### src/rtl/debug_pkg.sv
// Shared constants and helpers for the debug capture path.
package debug_pkg;

  // Fill policy when the buffer is full
  localparam logic MODE_STOP = 1'b0;
  localparam logic MODE_RING = 1'b1;

  // Frame and register widths shared with the UART receiver
  localparam int unsigned FRAME_W_DEF = 9;
  localparam int unsigned REG_W_DEF   = 4;

  // Ceiling log2; usable in constant expressions
  function automatic int unsigned clog2(input int unsigned value);
    int unsigned res;
    res = 0;
    for (int i = 0; i < 32; i++) begin
      if ((32'd1 << i) < value) res = i + 1;
    end
    return res;
  endfunction

endpackage

### src/rtl/debug_capture_buffer_if.sv
// Capture/readout bus of the debug capture buffer.
interface debug_capture_buffer_if #(
  parameter int unsigned FRAME_W = debug_pkg::FRAME_W_DEF,
  parameter int unsigned REG_W   = debug_pkg::REG_W_DEF,
  parameter int unsigned DEPTH   = 8,
  parameter int unsigned OVF_W   = 8
);
  import debug_pkg::*;

  localparam int unsigned CNT_W = clog2(DEPTH) + 1;

  logic                     debug;
  logic                     mode;
  logic                     frame_valid;
  logic [FRAME_W-1:0]       frame;
  logic [REG_W-1:0]         data_out;
  logic                     rd_req;
  logic [FRAME_W-1:0]       debug_frame;
  logic [REG_W-1:0]         debug_reg;
  logic [REG_W+FRAME_W-1:0] rd_data;
  logic                     rd_valid;
  logic [CNT_W-1:0]         count;
  logic                     empty;
  logic                     full;
  logic [OVF_W-1:0]         ovf_cnt;

  // Block side
  modport slave (
    input  debug, mode, frame_valid, frame, data_out, rd_req,
    output debug_frame, debug_reg, rd_data, rd_valid, count, empty, full, ovf_cnt
  );

  // Driver / readout side
  modport master (
    output debug, mode, frame_valid, frame, data_out, rd_req,
    input  debug_frame, debug_reg, rd_data, rd_valid, count, empty, full, ovf_cnt
  );

endinterface

### src/rtl/debug_ring_fifo.sv
// Register-array FIFO with separate occupancy count, optional overwrite of
// the oldest entry when full, and a registered one-cycle-latency read port.
module debug_ring_fifo
  import debug_pkg::*;
#(
  parameter int unsigned WIDTH = 13,
  parameter int unsigned DEPTH = 8,
  localparam int unsigned PTR_W = clog2(DEPTH),
  localparam int unsigned CNT_W = PTR_W + 1
) (
  input  logic             clk,
  input  logic             rst,
  input  logic             clr,
  input  logic             wr_en,
  input  logic [WIDTH-1:0] wr_data,
  input  logic             rd_en,
  input  logic             overwrite,
  output logic [WIDTH-1:0] rd_data,
  output logic             rd_valid,
  output logic [CNT_W-1:0] count,
  output logic             empty,
  output logic             full,
  output logic             wr_drop
);

  logic [WIDTH-1:0] mem [DEPTH];

  logic [PTR_W-1:0] wr_ptr_q, wr_ptr_d;
  logic [PTR_W-1:0] rd_ptr_q, rd_ptr_d;
  logic [CNT_W-1:0] count_q, count_d;
  logic [WIDTH-1:0] rd_data_q;
  logic             rd_valid_q;

  logic pop, push, evict;

  assign empty = (count_q == '0);
  assign full  = (count_q == CNT_W'(DEPTH));

  // Pop is resolved first, so a write alongside a pop on a full buffer always fits
  always_comb begin
    pop     = rd_en && !empty;
    push    = wr_en && (!full || pop || overwrite);
    evict   = wr_en && full && !pop && overwrite;
    wr_drop = wr_en && full && !pop && !overwrite;

    wr_ptr_d = push ? wr_ptr_q + PTR_W'(1) : wr_ptr_q;
    rd_ptr_d = (pop || evict) ? rd_ptr_q + PTR_W'(1) : rd_ptr_q;

    count_d = count_q;
    unique case ({push && !evict, pop})
      2'b10:   count_d = count_q + CNT_W'(1);
      2'b01:   count_d = count_q - CNT_W'(1);
      default: count_d = count_q;
    endcase
  end

  // Pointer, count and read-port state with synchronous clear
  always_ff @(posedge clk or posedge rst) begin
    if (rst) begin
      wr_ptr_q   <= '0;
      rd_ptr_q   <= '0;
      count_q    <= '0;
      rd_data_q  <= '0;
      rd_valid_q <= 1'b0;
    end else if (clr) begin
      wr_ptr_q   <= '0;
      rd_ptr_q   <= '0;
      count_q    <= '0;
      rd_data_q  <= '0;
      rd_valid_q <= 1'b0;
    end else begin
      wr_ptr_q   <= wr_ptr_d;
      rd_ptr_q   <= rd_ptr_d;
      count_q    <= count_d;
      rd_valid_q <= pop;
      if (pop) rd_data_q <= mem[rd_ptr_q];
    end
  end

  // Storage; contents are only exposed after being written, so no reset
  always_ff @(posedge clk) begin
    if (push && !clr) mem[wr_ptr_q] <= wr_data;
  end

  assign rd_data  = rd_data_q;
  assign rd_valid = rd_valid_q;
  assign count    = count_q;

endmodule

### src/rtl/debug_capture_buffer.sv
// Captures received frames with a register snapshot into a FIFO while debug
// is enabled; keeps the newest frame, the live register and a drop counter.
module debug_capture_buffer
  import debug_pkg::*;
#(
  parameter int unsigned FRAME_W = FRAME_W_DEF,
  parameter int unsigned REG_W   = REG_W_DEF,
  parameter int unsigned DEPTH   = 8,
  parameter int unsigned OVF_W   = 8
) (
  input logic                   clk,
  input logic                   rst,
  debug_capture_buffer_if.slave bus
);

  localparam int unsigned ENTRY_W = REG_W + FRAME_W;

  logic               clr;
  logic               overwrite;
  logic               wr_drop;
  logic [FRAME_W-1:0] debug_frame_q, debug_frame_d;
  logic [REG_W-1:0]   debug_reg_q, debug_reg_d;
  logic [OVF_W-1:0]   ovf_q, ovf_d;

  assign clr       = !bus.debug;
  assign overwrite = (bus.mode == MODE_RING);

  debug_ring_fifo #(
    .WIDTH (ENTRY_W),
    .DEPTH (DEPTH)
  ) u_fifo (
    .clk       (clk),
    .rst       (rst),
    .clr       (clr),
    .wr_en     (bus.frame_valid),
    .wr_data   ({bus.data_out, bus.frame}),
    .rd_en     (bus.rd_req),
    .overwrite (overwrite),
    .rd_data   (bus.rd_data),
    .rd_valid  (bus.rd_valid),
    .count     (bus.count),
    .empty     (bus.empty),
    .full      (bus.full),
    .wr_drop   (wr_drop)
  );

  // Next-state for the newest frame, live register and saturating drop counter
  always_comb begin
    debug_frame_d = bus.frame_valid ? bus.frame : debug_frame_q;
    debug_reg_d   = bus.data_out;
    ovf_d         = ovf_q;
    if (wr_drop && (ovf_q != '1)) ovf_d = ovf_q + OVF_W'(1);
  end

  // Top-level state, cleared whenever debug is low
  always_ff @(posedge clk or posedge rst) begin
    if (rst) begin
      debug_frame_q <= '0;
      debug_reg_q   <= '0;
      ovf_q         <= '0;
    end else if (clr) begin
      debug_frame_q <= '0;
      debug_reg_q   <= '0;
      ovf_q         <= '0;
    end else begin
      debug_frame_q <= debug_frame_d;
      debug_reg_q   <= debug_reg_d;
      ovf_q         <= ovf_d;
    end
  end

  assign bus.debug_frame = debug_frame_q;
  assign bus.debug_reg   = debug_reg_q;
  assign bus.ovf_cnt     = ovf_q;

endmodule

### src/flat_wrapper.sv
// flat-port wrapper written by rule: the top's interface ports become plain ports
module debug_capture_buffer_flat import debug_pkg::*;
#(
  parameter int unsigned FRAME_W = FRAME_W_DEF,
  parameter int unsigned REG_W   = REG_W_DEF,
  parameter int unsigned DEPTH   = 8,
  parameter int unsigned OVF_W   = 8
)
  (clk, rst, bus_debug, bus_mode, bus_frame_valid, bus_frame, bus_data_out, bus_rd_req, bus_debug_frame, bus_debug_reg, bus_rd_data, bus_rd_valid, bus_count, bus_empty, bus_full, bus_ovf_cnt);
  debug_capture_buffer_if #(.FRAME_W(FRAME_W), .REG_W(REG_W), .DEPTH(DEPTH), .OVF_W(OVF_W)) bus_i ();
  input logic clk;
  input logic rst;
  input wire logic [$bits(bus_i.debug)-1:0] bus_debug;
  input wire logic [$bits(bus_i.mode)-1:0] bus_mode;
  input wire logic [$bits(bus_i.frame_valid)-1:0] bus_frame_valid;
  input wire logic [$bits(bus_i.frame)-1:0] bus_frame;
  input wire logic [$bits(bus_i.data_out)-1:0] bus_data_out;
  input wire logic [$bits(bus_i.rd_req)-1:0] bus_rd_req;
  output wire logic [$bits(bus_i.debug_frame)-1:0] bus_debug_frame;
  output wire logic [$bits(bus_i.debug_reg)-1:0] bus_debug_reg;
  output wire logic [$bits(bus_i.rd_data)-1:0] bus_rd_data;
  output wire logic [$bits(bus_i.rd_valid)-1:0] bus_rd_valid;
  output wire logic [$bits(bus_i.count)-1:0] bus_count;
  output wire logic [$bits(bus_i.empty)-1:0] bus_empty;
  output wire logic [$bits(bus_i.full)-1:0] bus_full;
  output wire logic [$bits(bus_i.ovf_cnt)-1:0] bus_ovf_cnt;
  assign bus_i.debug = bus_debug;
  assign bus_i.mode = bus_mode;
  assign bus_i.frame_valid = bus_frame_valid;
  assign bus_i.frame = bus_frame;
  assign bus_i.data_out = bus_data_out;
  assign bus_i.rd_req = bus_rd_req;
  assign bus_debug_frame = bus_i.debug_frame;
  assign bus_debug_reg = bus_i.debug_reg;
  assign bus_rd_data = bus_i.rd_data;
  assign bus_rd_valid = bus_i.rd_valid;
  assign bus_count = bus_i.count;
  assign bus_empty = bus_i.empty;
  assign bus_full = bus_i.full;
  assign bus_ovf_cnt = bus_i.ovf_cnt;
  debug_capture_buffer #(.FRAME_W(FRAME_W), .REG_W(REG_W), .DEPTH(DEPTH), .OVF_W(OVF_W)) u_core (.clk(clk), .rst(rst), .bus(bus_i));
endmodule
### config.mk
export PLATFORM = sky130hd
export DESIGN_NAME = debug_capture_buffer_flat
export DESIGN_NICKNAME = d
export VERILOG_FILES = /design/src/rtl/debug_pkg.sv /design/src/rtl/debug_capture_buffer_if.sv /design/src/rtl/debug_ring_fifo.sv /design/src/rtl/debug_capture_buffer.sv /design/src/flat_wrapper.sv
export SDC_FILE = /design/constraint.sdc
export NUM_CORES = 1
export LEC_CHECK = 0
export CAP_MARGIN = 0
export CORE_ASPECT_RATIO = 0.9
export CORE_MARGIN = 2
export CORE_UTILIZATION = 56
export DETAILED_ROUTE_END_ITERATION = 7
export GPL_TIMING_DRIVEN = 0
export PLACE_DENSITY = 0.76
export REMOVE_ABC_BUFFERS = 1
export SLEW_MARGIN = 40
export SYNTH_ARGS = -nofsm -noshare
export SYNTH_HDL_FRONTEND = slang
export SYNTH_SLANG_ARGS = --single-unit
export TNS_END_PERCENT = 1
### constraint.sdc
create_clock -name clk -period 3.1 [get_ports clk]
set_clock_uncertainty 0.1 [all_clocks]
set_input_delay 0.465 -clock clk [delete_from_list [all_inputs] [get_ports clk]]
set_output_delay 0.465 -clock clk [all_outputs]
set_load 0.05 [all_outputs]
; Word level (Yosys, flattened, before mapping)
; Memory sizes are Yosys's and may differ from the RTL's.
; Cells that the tools add are included.
[classes]
muxes = 16
eq_ne = 10
n_reduce_logical = 18
addsub = 5
[ops]
columns = op, n
row1 = 13-bit 2-to-1 mux, 2
row2 = 9-bit 2-to-1 mux, 2
row3 = 8-bit 2-to-1 mux, 2
row4 = 3-bit 2-to-1 mux, 4
row5 = "2-bit by 1-bit inequality test with 1-bit output, second input constant", 5
row6 = 1-bit logical AND, 9
row7 = "8-bit by 1-bit adder with 8-bit output, second input constant", 1
row8 = 4-bit 2-to-1 mux, 2
row9 = "8-bit inequality test, second input constant", 1
row10 = 4-bit case mux with 2 select lines, 1
row11 = "3-bit by 1-bit adder with 3-bit output, second input constant", 2
row12 = 1-bit zero test, 5
row13 = "4-bit by 1-bit adder with 4-bit output, second input constant", 1
row14 = "4-bit == test, second input constant", 1
row15 = 4-bit zero test, 1
row16 = "4-bit by 1-bit subtractor with 4-bit output, second input constant", 1
row17 = 1-bit logical OR, 3
row18 = 1-bit 2-to-1 mux, 3
row19 = "3-bit by 1-bit inequality test with 1-bit output, second input constant", 1
row20 = "2-bit by 1-bit == test with 1-bit output, second input constant", 1
row21 = "2-bit == test, second input constant", 1
[totals]
in_bits = 19
mem_count = 1
word_cells = 58
register_bits = 45
ramBits = 104
[memory_table]
columns = name, words, word_bits, rd, rd_ports_with_merged_regs, wr, line_no
row1 = u_core.u_fifo.mem, 8, 13, 1, 0, 1, debug_ring_fifo.sv:26  ; logic [WIDTH-1:0] mem [DEPTH];

; Logic depth before layout (Yosys ltp)
; Gate-level depths: netlist (run 1).
[logic_depth]
word_depth = 11
ltp_mapped = 10
depth_no_buf = 8

; By module
; A second synthesis (run 1) with hierarchy kept.
[hier_totals]
hier_cells = 368
hier_area_um2 = 6114.6
[by_module_without_submodules]
columns = mod, instances, area_each_um2, seq_area_each_um2, cells_per_inst
row1 = debug_ring_fifo, 1, 5193.7, 3723.6, 288
row2 = debug_capture_buffer, 1, 920.9, 525.5, 80

; Worst setup path after synthesis (run 1)
; OpenSTA, ideal clock, no wires.
[synth_path]
path_kind = reg-to-reg
start = reg u_core.u_fifo.count_q[1] (netlist: u_core.u_fifo.count[1])
end = mem u_core.u_fifo.mem[1][0] (enable)
synth_period_minus_slack_ps = 2844
arrival_ps = 2344
path_slack_ps = 256
stages_incl_launch_ff = 6
setup_ps = 400
cell_sequence = dfrtp_1 -> buf_6 -> nor3_4 -> a21oi_1 -> nand3_1 -> nor3_1
[synth_between]
elab_chain_cells = 9
[synth_rtl]
columns = element, line_no
row1 = "start, declared", debug_ring_fifo.sv:30  ; logic [CNT_W-1:0] count_q, count_d;
row2 = "start signal, assigned", debug_ring_fifo.sv:74  ; count_q <= count_d;
row3 = 4-bit zero test, debug_ring_fifo.sv:36  ; assign empty = (count_q == '0);
row4 = 1-bit zero test, debug_ring_fifo.sv:41  ; pop = rd_en && !empty;
row5 = 1-bit logical AND, debug_ring_fifo.sv:41
row6 = 1-bit logical OR (*) (2 in a row), debug_ring_fifo.sv:42  ; push = wr_en && (!full || pop || overwrite);
row7 = 1-bit logical AND (*), debug_ring_fifo.sv:42
row8 = 1-bit logical AND (*), debug_ring_fifo.sv:82  ; if (push && !clr) mem[wr_ptr_q] <= wr_data;
row9 = 1-bit 2-to-1 mux (*), debug_ring_fifo.sv:82
row10 = 1-bit 2-to-1 mux (not written as such) (*), debug_ring_fifo.sv:82
row11 = "end, declared", debug_ring_fifo.sv:26
; Every way passes the cells marked *; elsewhere a longest branch is shown, timed or not.

; Final worst setup path (run 1)
[layout_path]
start = in bus_rd_req
end = mem u_core.u_fifo.mem[0][4] (enable)
[layout_between]
elab_chain_cells = 7
[layout_rtl]
columns = element, line_no
row1 = "start, declared", flat_wrapper.sv:18  ; input wire logic [$bits(bus_i.rd_req)-1:0] bus_rd_req;
row2 = 1-bit logical AND, debug_ring_fifo.sv:41
row3 = 1-bit logical OR (2 in a row), debug_ring_fifo.sv:42
row4 = 1-bit logical AND, debug_ring_fifo.sv:42
row5 = 1-bit logical AND, debug_ring_fifo.sv:82
row6 = 1-bit 2-to-1 mux, debug_ring_fifo.sv:82
row7 = 1-bit 2-to-1 mux (not written as such), debug_ring_fifo.sv:82
; No other way between the ends.

==> results of run 1 <==
-- critical path: cells and delay by family --
kind                   cells  cell delay [ns]
AND/OR/NAND/NOR            3             1.11
AO/OA/AOI/OAI              1             0.39
buffers and inverters      2             0.96
-- synth_stat cells --
library cell / n / area, µm²
xor2_1: 1 / 8.760
a2bb2oi_1: 1 / 8.760
nor3_4: 1 / 16.27
o22ai_1: 2 / 12.51
buf_6: 3 / 33.78
o31ai_1: 2 / 15.01
and2_1: 6 / 37.54
mux4_2: 26 / 585.6
a21oi_1: 23 / 115.1
o21ai_1: 4 / 20.02
o2111ai_4: 1 / 26.28
o41ai_1: 2 / 17.52
nand4_1: 1 / 6.260
a31o_2: 1 / 8.760
a31oi_1: 2 / 12.51
buf_2: 5 / 25.02
nor2b_1: 1 / 6.260
nor3b_2: 1 / 12.51
mux2i_1: 26 / 260.3
nand2b_1: 7 / 43.79
edfxtp_1: 104 / 3123
dfrtp_1: 45 / 1126
clkbuf_1: 11 / 41.29
or4_1: 3 / 22.52
nand2_1: 7 / 26.28
inv_2: 1 / 3.750
a21boi_0: 1 / 7.510
o21ai_0: 16 / 80.08
xnor2_1: 3 / 26.28
and3_1: 1 / 6.260
buf_1: 1 / 3.750
nand3_1: 10 / 50.05
a211oi_1: 1 / 7.510
ha_1: 5 / 62.56
inv_1: 6 / 22.52
o211ai_1: 3 / 22.52
nor3_1: 4 / 20.02
nor2_1: 20 / 75.07
nor4b_1: 1 / 8.760
nand3b_1: 1 / 7.510
and3b_1: 1 / 8.760
or3_1: 5 / 31.28
-- per-stage QoR --
stage                     worst slack (ns)  TNS, ns  hold WS (ns)  cell area [µm²]
after floorplan                     0.2530        0        0.4482             5952
after global placement              -1.759  -128.71        0.3963             6709
after detailed placement           -0.1803   -2.719        0.4047             6807
after CTS                           0.1912        0        0.2449             7325
after global routing               0.07781        0        0.2742             7325
final                               0.1816        0        0.2523             7325
-- per-layer routing --
layer  up-vias  wire (µm)  GRT usage [%]
met2        77       6123          36.11
met1      1694       5032          28.54
met3         6        502          4.762
li1       1552          -              -
met5         -          0              0
met4         0        104          8.537
-- worst paths after layout --
path                                        start                        end  slack [ns]  cells after the start
hold / removal                                rst   u_core.u_fifo.rd_data[1]        0.25                      2
hold reg to reg             u_core.bus.ovf_cnt[7]      u_core.bus.ovf_cnt[7]        0.41                      1
min in group clk            u_core.bus.ovf_cnt[7]      u_core.bus.ovf_cnt[7]        0.41                      1
setup / recovery                       bus_rd_req    u_core.u_fifo.mem[0][4]        0.18                      6
max in group asynchronous                     rst  u_core.u_fifo.rd_ptr_q[0]        2.19                      3
setup reg to reg           u_core.u_fifo.count[0]     u_core.u_fifo.count[3]        0.35                      8
-- repair_timing --
action                                  CTS  global route
resized for setup                         1             0
endpoints found under the setup margin    1             0
setup buffers                             0             0
-- cell type report --
cell class | count | area [µm²]
Timing Repair Buffer | 64 | 621.8
Clock buffer | 23 | 457.9
Inverter | 7 | 28.78
Clock inverter | 8 | 61.31
Tap cell | 133 | 166.4
Multi-Input combinational cell | 190 | 1733
Fill cell | 716 | 3351
Sequential cell | 149 | 4255
-- cells in the final DEF, fill, tap and decap left out, types with 4 or more instances in the layout --
master and n:
edfxtp_1 104, clkdlybuf4s50_1 56, dfrtp_1 42, mux4_2 26
mux2i_1 26, a21oi_1 23, clkbuf_16 17, o21ai_0 16
nor2_1 14, nand3_1 10, nand2_1 7, nand2b_1 7
nor2_4 6, inv_1 5, or3_1 5, and2_1 5
ha_1 5, clkbuf_1 5, buf_2 5, o21ai_1 4
clkinv_2 4
-- logic make-up (layout without fill, tap and decap cells) --
logic type	Yosys count	after routing	share of synthesized area (%)
XOR/XNOR	4	4	0.5786
multiplexers	52	52	13.97
adder cells (fa/ha/maj)	5	5	1.033
flip-flops	149	149	70.17
AND/OR/NAND/NOR	70	70	6.261
buffers and inverters	27	102	2.149
AO/OA/AOI/OAI	59	59	5.847
-- where the power goes --
group          internal [mW]  total [mW]  switching, mW
Combinational          0.619        1.50          0.879
Clock                   1.10        1.81          0.709
Sequential              2.28        2.51          0.230
Total                   4.00        5.82           1.82
==> metrics, run 1 <==
max reg flops 104; Slew Limit Headroom 54.99%; Synth warnings 0; fin. max-slew vios 0; Final min period 2.918 ns; CP Class input pin to register; Residual DRC 0; initial core utilization 56.73%; period utilization between 90% and 100%; worst path arrival time 2.92 ns; Final GP Congestion a little over 0.7; P_leak 2.577 nW; drt first pass iters 4; Post-CTS Hold Buffers 0; vias in the first global route 3273; initial antenna violation count 0; CTS tree yes; library cells used by synthesis 42; Max VDD drop slightly below 0.5 mV; first-pass GRT wire length 18150 µm; worst hold path type input pin to asynchronous set/reset pin; flops & latches, synth 149; sequential area share after synthesis 70.17%; Final Hold Viols 0; largest net degree at the start of global routing 30; Syn Inst Count between 300 and 400; clock slew at reported path FFs 0.05 ns; drt wl/cell 20.49 µm; RSZ-0062 raised after global routing no; post-route ant nets 0; nature of the critical path endpoint register; Inserted Clock Buffers 17; Worst Setup Start Kind input pin; crit-path max cell delay 0.64 ns; DRT Wirelength 11760 µm; core area 0.01068 mm²; status completed; Pwr Density 794.2 mW/mm²; synthesis-to-finish area growth 20.95%; CP required 3.11 ns; die footprint approximately 0.012 mm²; Sink Count 149; n_diodes 0; fmax 342.7 MHz; Top reg by flops u_core.u_fifo.mem; via count roughly 3300; Root Driver clkbuf_16; critical-path cell list clkdlybuf4s50_1, nor3b_2, a21oi_1, nand3b_1, nor3_2, buf_2; vias per inst 5.800; Finished Layout Cells 574; die span in x 113.6 µm; # setup viols final 0; Die Y 102.7 µm; syn avg cell area between 15 and 20 µm²; Nets 453; detailed-placement wirelength estimate approximately 7000 µm; grt ovf 0; GRT Overall Usage 21.69%; Max clock buf depth 2; H-Tree Depth 4; Worst path slowest cell clkdlybuf4s50_1; Final Util 68.61%; max cap viols 0; total power ~5.8 mW; Rows 36; dpl cells 543; Ports 60; layout cells sized above 1 16.78%; port buffer count 59; Synth Cell Area 0.006056 mm²; worst skew pair latency about 0.41 ns; DR iter-0 viols 216; worst-path fanout max 9; measured slew at the worst slew-check pin 0.6752 ns
Power figures use the tool's default switching activity.
==> run 2, diff against run 1 <==
==> constraint.sdc (replaced) <==
create_clock -name clk -period 3.02 [get_ports clk]
set_clock_uncertainty 0.1 [all_clocks]
set_input_delay 0.453 -clock clk [delete_from_list [all_inputs] [get_ports clk]]
set_output_delay 0.453 -clock clk [all_outputs]
set_load 0.05 [all_outputs]
==> results of run 2 <==
Same layout as run 1 (identical final DEF). Status: completed.
Among the figures that moved: setup slack after placement -0.1803 ns -> -0.2483 ns; setup slack after layout 0.1816 ns -> 0.1136 ns; hold slack 0.2523 ns -> 0.2403 ns; register-to-register setup slack 0.35 ns -> 0.27 ns; total power 5.817 mW -> 5.971 mW; worst IR drop on VDD 0.4914 mV -> 0.5044 mV
==> run 3, diff against run 2 <==
--- a/config.mk
+++ b/config.mk
@@ -6,8 +6,8 @@
 export NUM_CORES = 1
 export LEC_CHECK = 0
 export CAP_MARGIN = 0
-export CORE_ASPECT_RATIO = 0.9
-export CORE_MARGIN = 2
+export CORE_ASPECT_RATIO = 1.5
+export CORE_MARGIN = 3
 export CORE_UTILIZATION = 56
 export DETAILED_ROUTE_END_ITERATION = 7
 export GPL_TIMING_DRIVEN = 0
==> run 3 against run 2 <==
- first-iteration DRC count rose by 2.3%
- clock-buffer cell count fell by 1
- sequential share of layout area fell by 0.76 points
- clock power rose by 11%
- sequential power fell by 2%
- critical endpoint is now u_core.u_fifo.mem[1][11]
- largest power group unchanged
- critical path type unchanged
- worst setup slack got worse by 0.048 ns
- highest routed layer unchanged
- global-route usage rose by 0.092 points
==> metrics, run 3 (synthesis gave the netlist of run 1 again) <==
Max clock buf depth 2 (unchanged); die span in x 90.91 µm (-20%); CTS tree yes; largest net degree at the start of global routing 37 (+23%); Inserted Clock Buffers 17 (unchanged); Final Hold Viols 0 (unchanged); Setup TNS 0 ns (unchanged); Die Y 133.4 µm (+30%); cts repair resizes 1 (unchanged); Root Driver clkbuf_16; drt first pass iters 4 (unchanged); fin area 0.007422 mm² (+1.3%); DR iter-0 viols 221 (+2.3%); P_leak 2.614 nW (+1.4%); measured slew at the worst slew-check pin 0.7086 ns (+0.03344 ns); post-route ant nets 0 (unchanged); Pwr Density roughly 840 mW/mm²; fin. max-slew vios 0 (unchanged); Sink Count 149 (unchanged); critical-path cell list clkdlybuf4s50_1, nor3b_2, a21oi_1, nand3_1, nor3_2, buf_4, buf_2; n_diodes 0 (unchanged); most common cell after layout, fill and taps aside edfxtp_1; via count 3477 (+4.4%); synthesis-to-finish area growth 22.56%; max reg flops 104 (unchanged); FF-to-FF Start u_core.u_fifo.count[1]; first-pass GRT wire length 19830 µm (+9.3%); GRT Overall Usage 21.78% (+0.092 points); worst-path fanout max 9 (unchanged); crit-path max cell delay 0.63 ns (about the same); max cap viols 0 (unchanged); status completed; total power between 6 and 7 mW; period utilization just under 100%; layout cells sized above 1 17.83% (+1.1 points); hold_ws 0.1941 ns; post-placement cell area 0.006839 mm² (+0.48%); # setup viols final 0 (unchanged); worst hold path type input pin to asynchronous set/reset pin; Final min period 2.955 ns; Slew Limit Headroom 52.76% (-2.2 points); grt ovf 0 (unchanged); fmax 338.4 MHz; CP Class input pin to register; clock slew at reported path FFs 0.06 ns (about the same); Worst Setup Start Kind input pin; detailed-placement wirelength estimate 7460 µm (+7.1%); number of post-CTS setup repair buffers 0 (unchanged); initial antenna violation count 0 (unchanged); commonest cells after routing, fill and taps aside 104 x edfxtp_1, 56 x clkdlybuf4s50_1, 42 x dfrtp_1; Register-to-Register Path Depth 6 (-2); die footprint 0.01212 mm² (+3.9%); H-Tree Depth 4 (unchanged); pre-CTS setup slack -0.3269 ns; core area 0.01036 mm² (-3.0%); vias per inst 5.954 (+2.7%); CP required 3.02 ns; # fillers 684 (-4.5%); DRT Wirelength 12260 µm (+4.2%); RSZ-0062 raised after global routing no; Residual DRC 0 (unchanged); CP Launch Point bus_rd_req; Final GP Congestion 0.7603 (+6.9%); min setup slack post-route between 0.06 and 0.07 ns; port buffer count 59 (unchanged); worst path arrival time 2.96 ns; worst skew pair latency 0.41 ns (about the same); Worst path slowest cell clkdlybuf4s50_1; Nets 454 (+0.22%); Max VDD drop 0.8918 mV; vias in the first global route 3735 (+14%); nature of the critical path endpoint register; Ports 60 (unchanged); drt wl/cell 20.98 µm (+2.4%); Post-CTS Hold Buffers 0 (unchanged); initial core utilization 58.45% (+1.7 points); Rows 45 (+25%); Top reg by flops u_core.u_fifo.mem
## run 3: worst max-delay path: cells and delay by family
kind,cells,cell delay (ns)
buffers and inverters,3,1.13
and+or+nand+nor,3,0.97
AOI/OAI and AO/OA,1,0.40
## run 3: path summary, 6_finish.rpt
| path | slack, ns | endpoint |
|---|---|---|
| worst max-delay path | 0.07 | u_core.u_fifo.mem[1][11] |
| worst min-delay path | 0.19 | u_core.bus.ovf_cnt[1] |
| worst max register to register | 0.24 | u_core.u_fifo.mem[1][11] |
| worst min register to register | 0.42 | u_core.bus.debug_frame[8] |
| max in group asynchronous | 2.17 | u_core.u_fifo.rd_ptr_q[0] |
| min in group clk | 0.42 | u_core.bus.debug_frame[8] |
## run 3: power by group
part | switching (mW) | internal, mW
combinational | 0.982 | 0.663
sequential | 0.174 | 2.34
clock | 0.758 | 1.31
total | 1.91 | 4.31
## run 3: layout make-up
| class | instances | area [µm²] | share of cell area [%] |
|---|---|---|---|
| flip-flops and latches | 149 | 4255 | 57.33 |
| multi-input cells | 190 | 1733 | 23.35 |
| repair buffers | 65 | 644.4 | 8.682 |
| clock buffers | 22 | 454.2 | 6.119 |
| well taps | 141 | 176.4 | 2.377 |
| clock inverters | 10 | 130.1 | 1.753 |
| inverters | 7 | 28.78 | 0.3877 |
## run 3: per-stage QoR
stage,std cells,util (%)
after floorplan,346,-
after global placement,546,64.86
after detailed placement,552,66.01
after CTS,584,71.64
after global routing,584,71.64
final,584,71.64
## run 3: per-layer routing
metal / up-vias / track usage [%] / share of wire (%)
met3: 22 / 5.650 / 4.8
li1: 1558 / - / -
met5: - / 0 / 0
met1: 1783 / 25.51 / 39
met4: 0 / 8.138 / 2.2
met2: 114 / 38.59 / 54
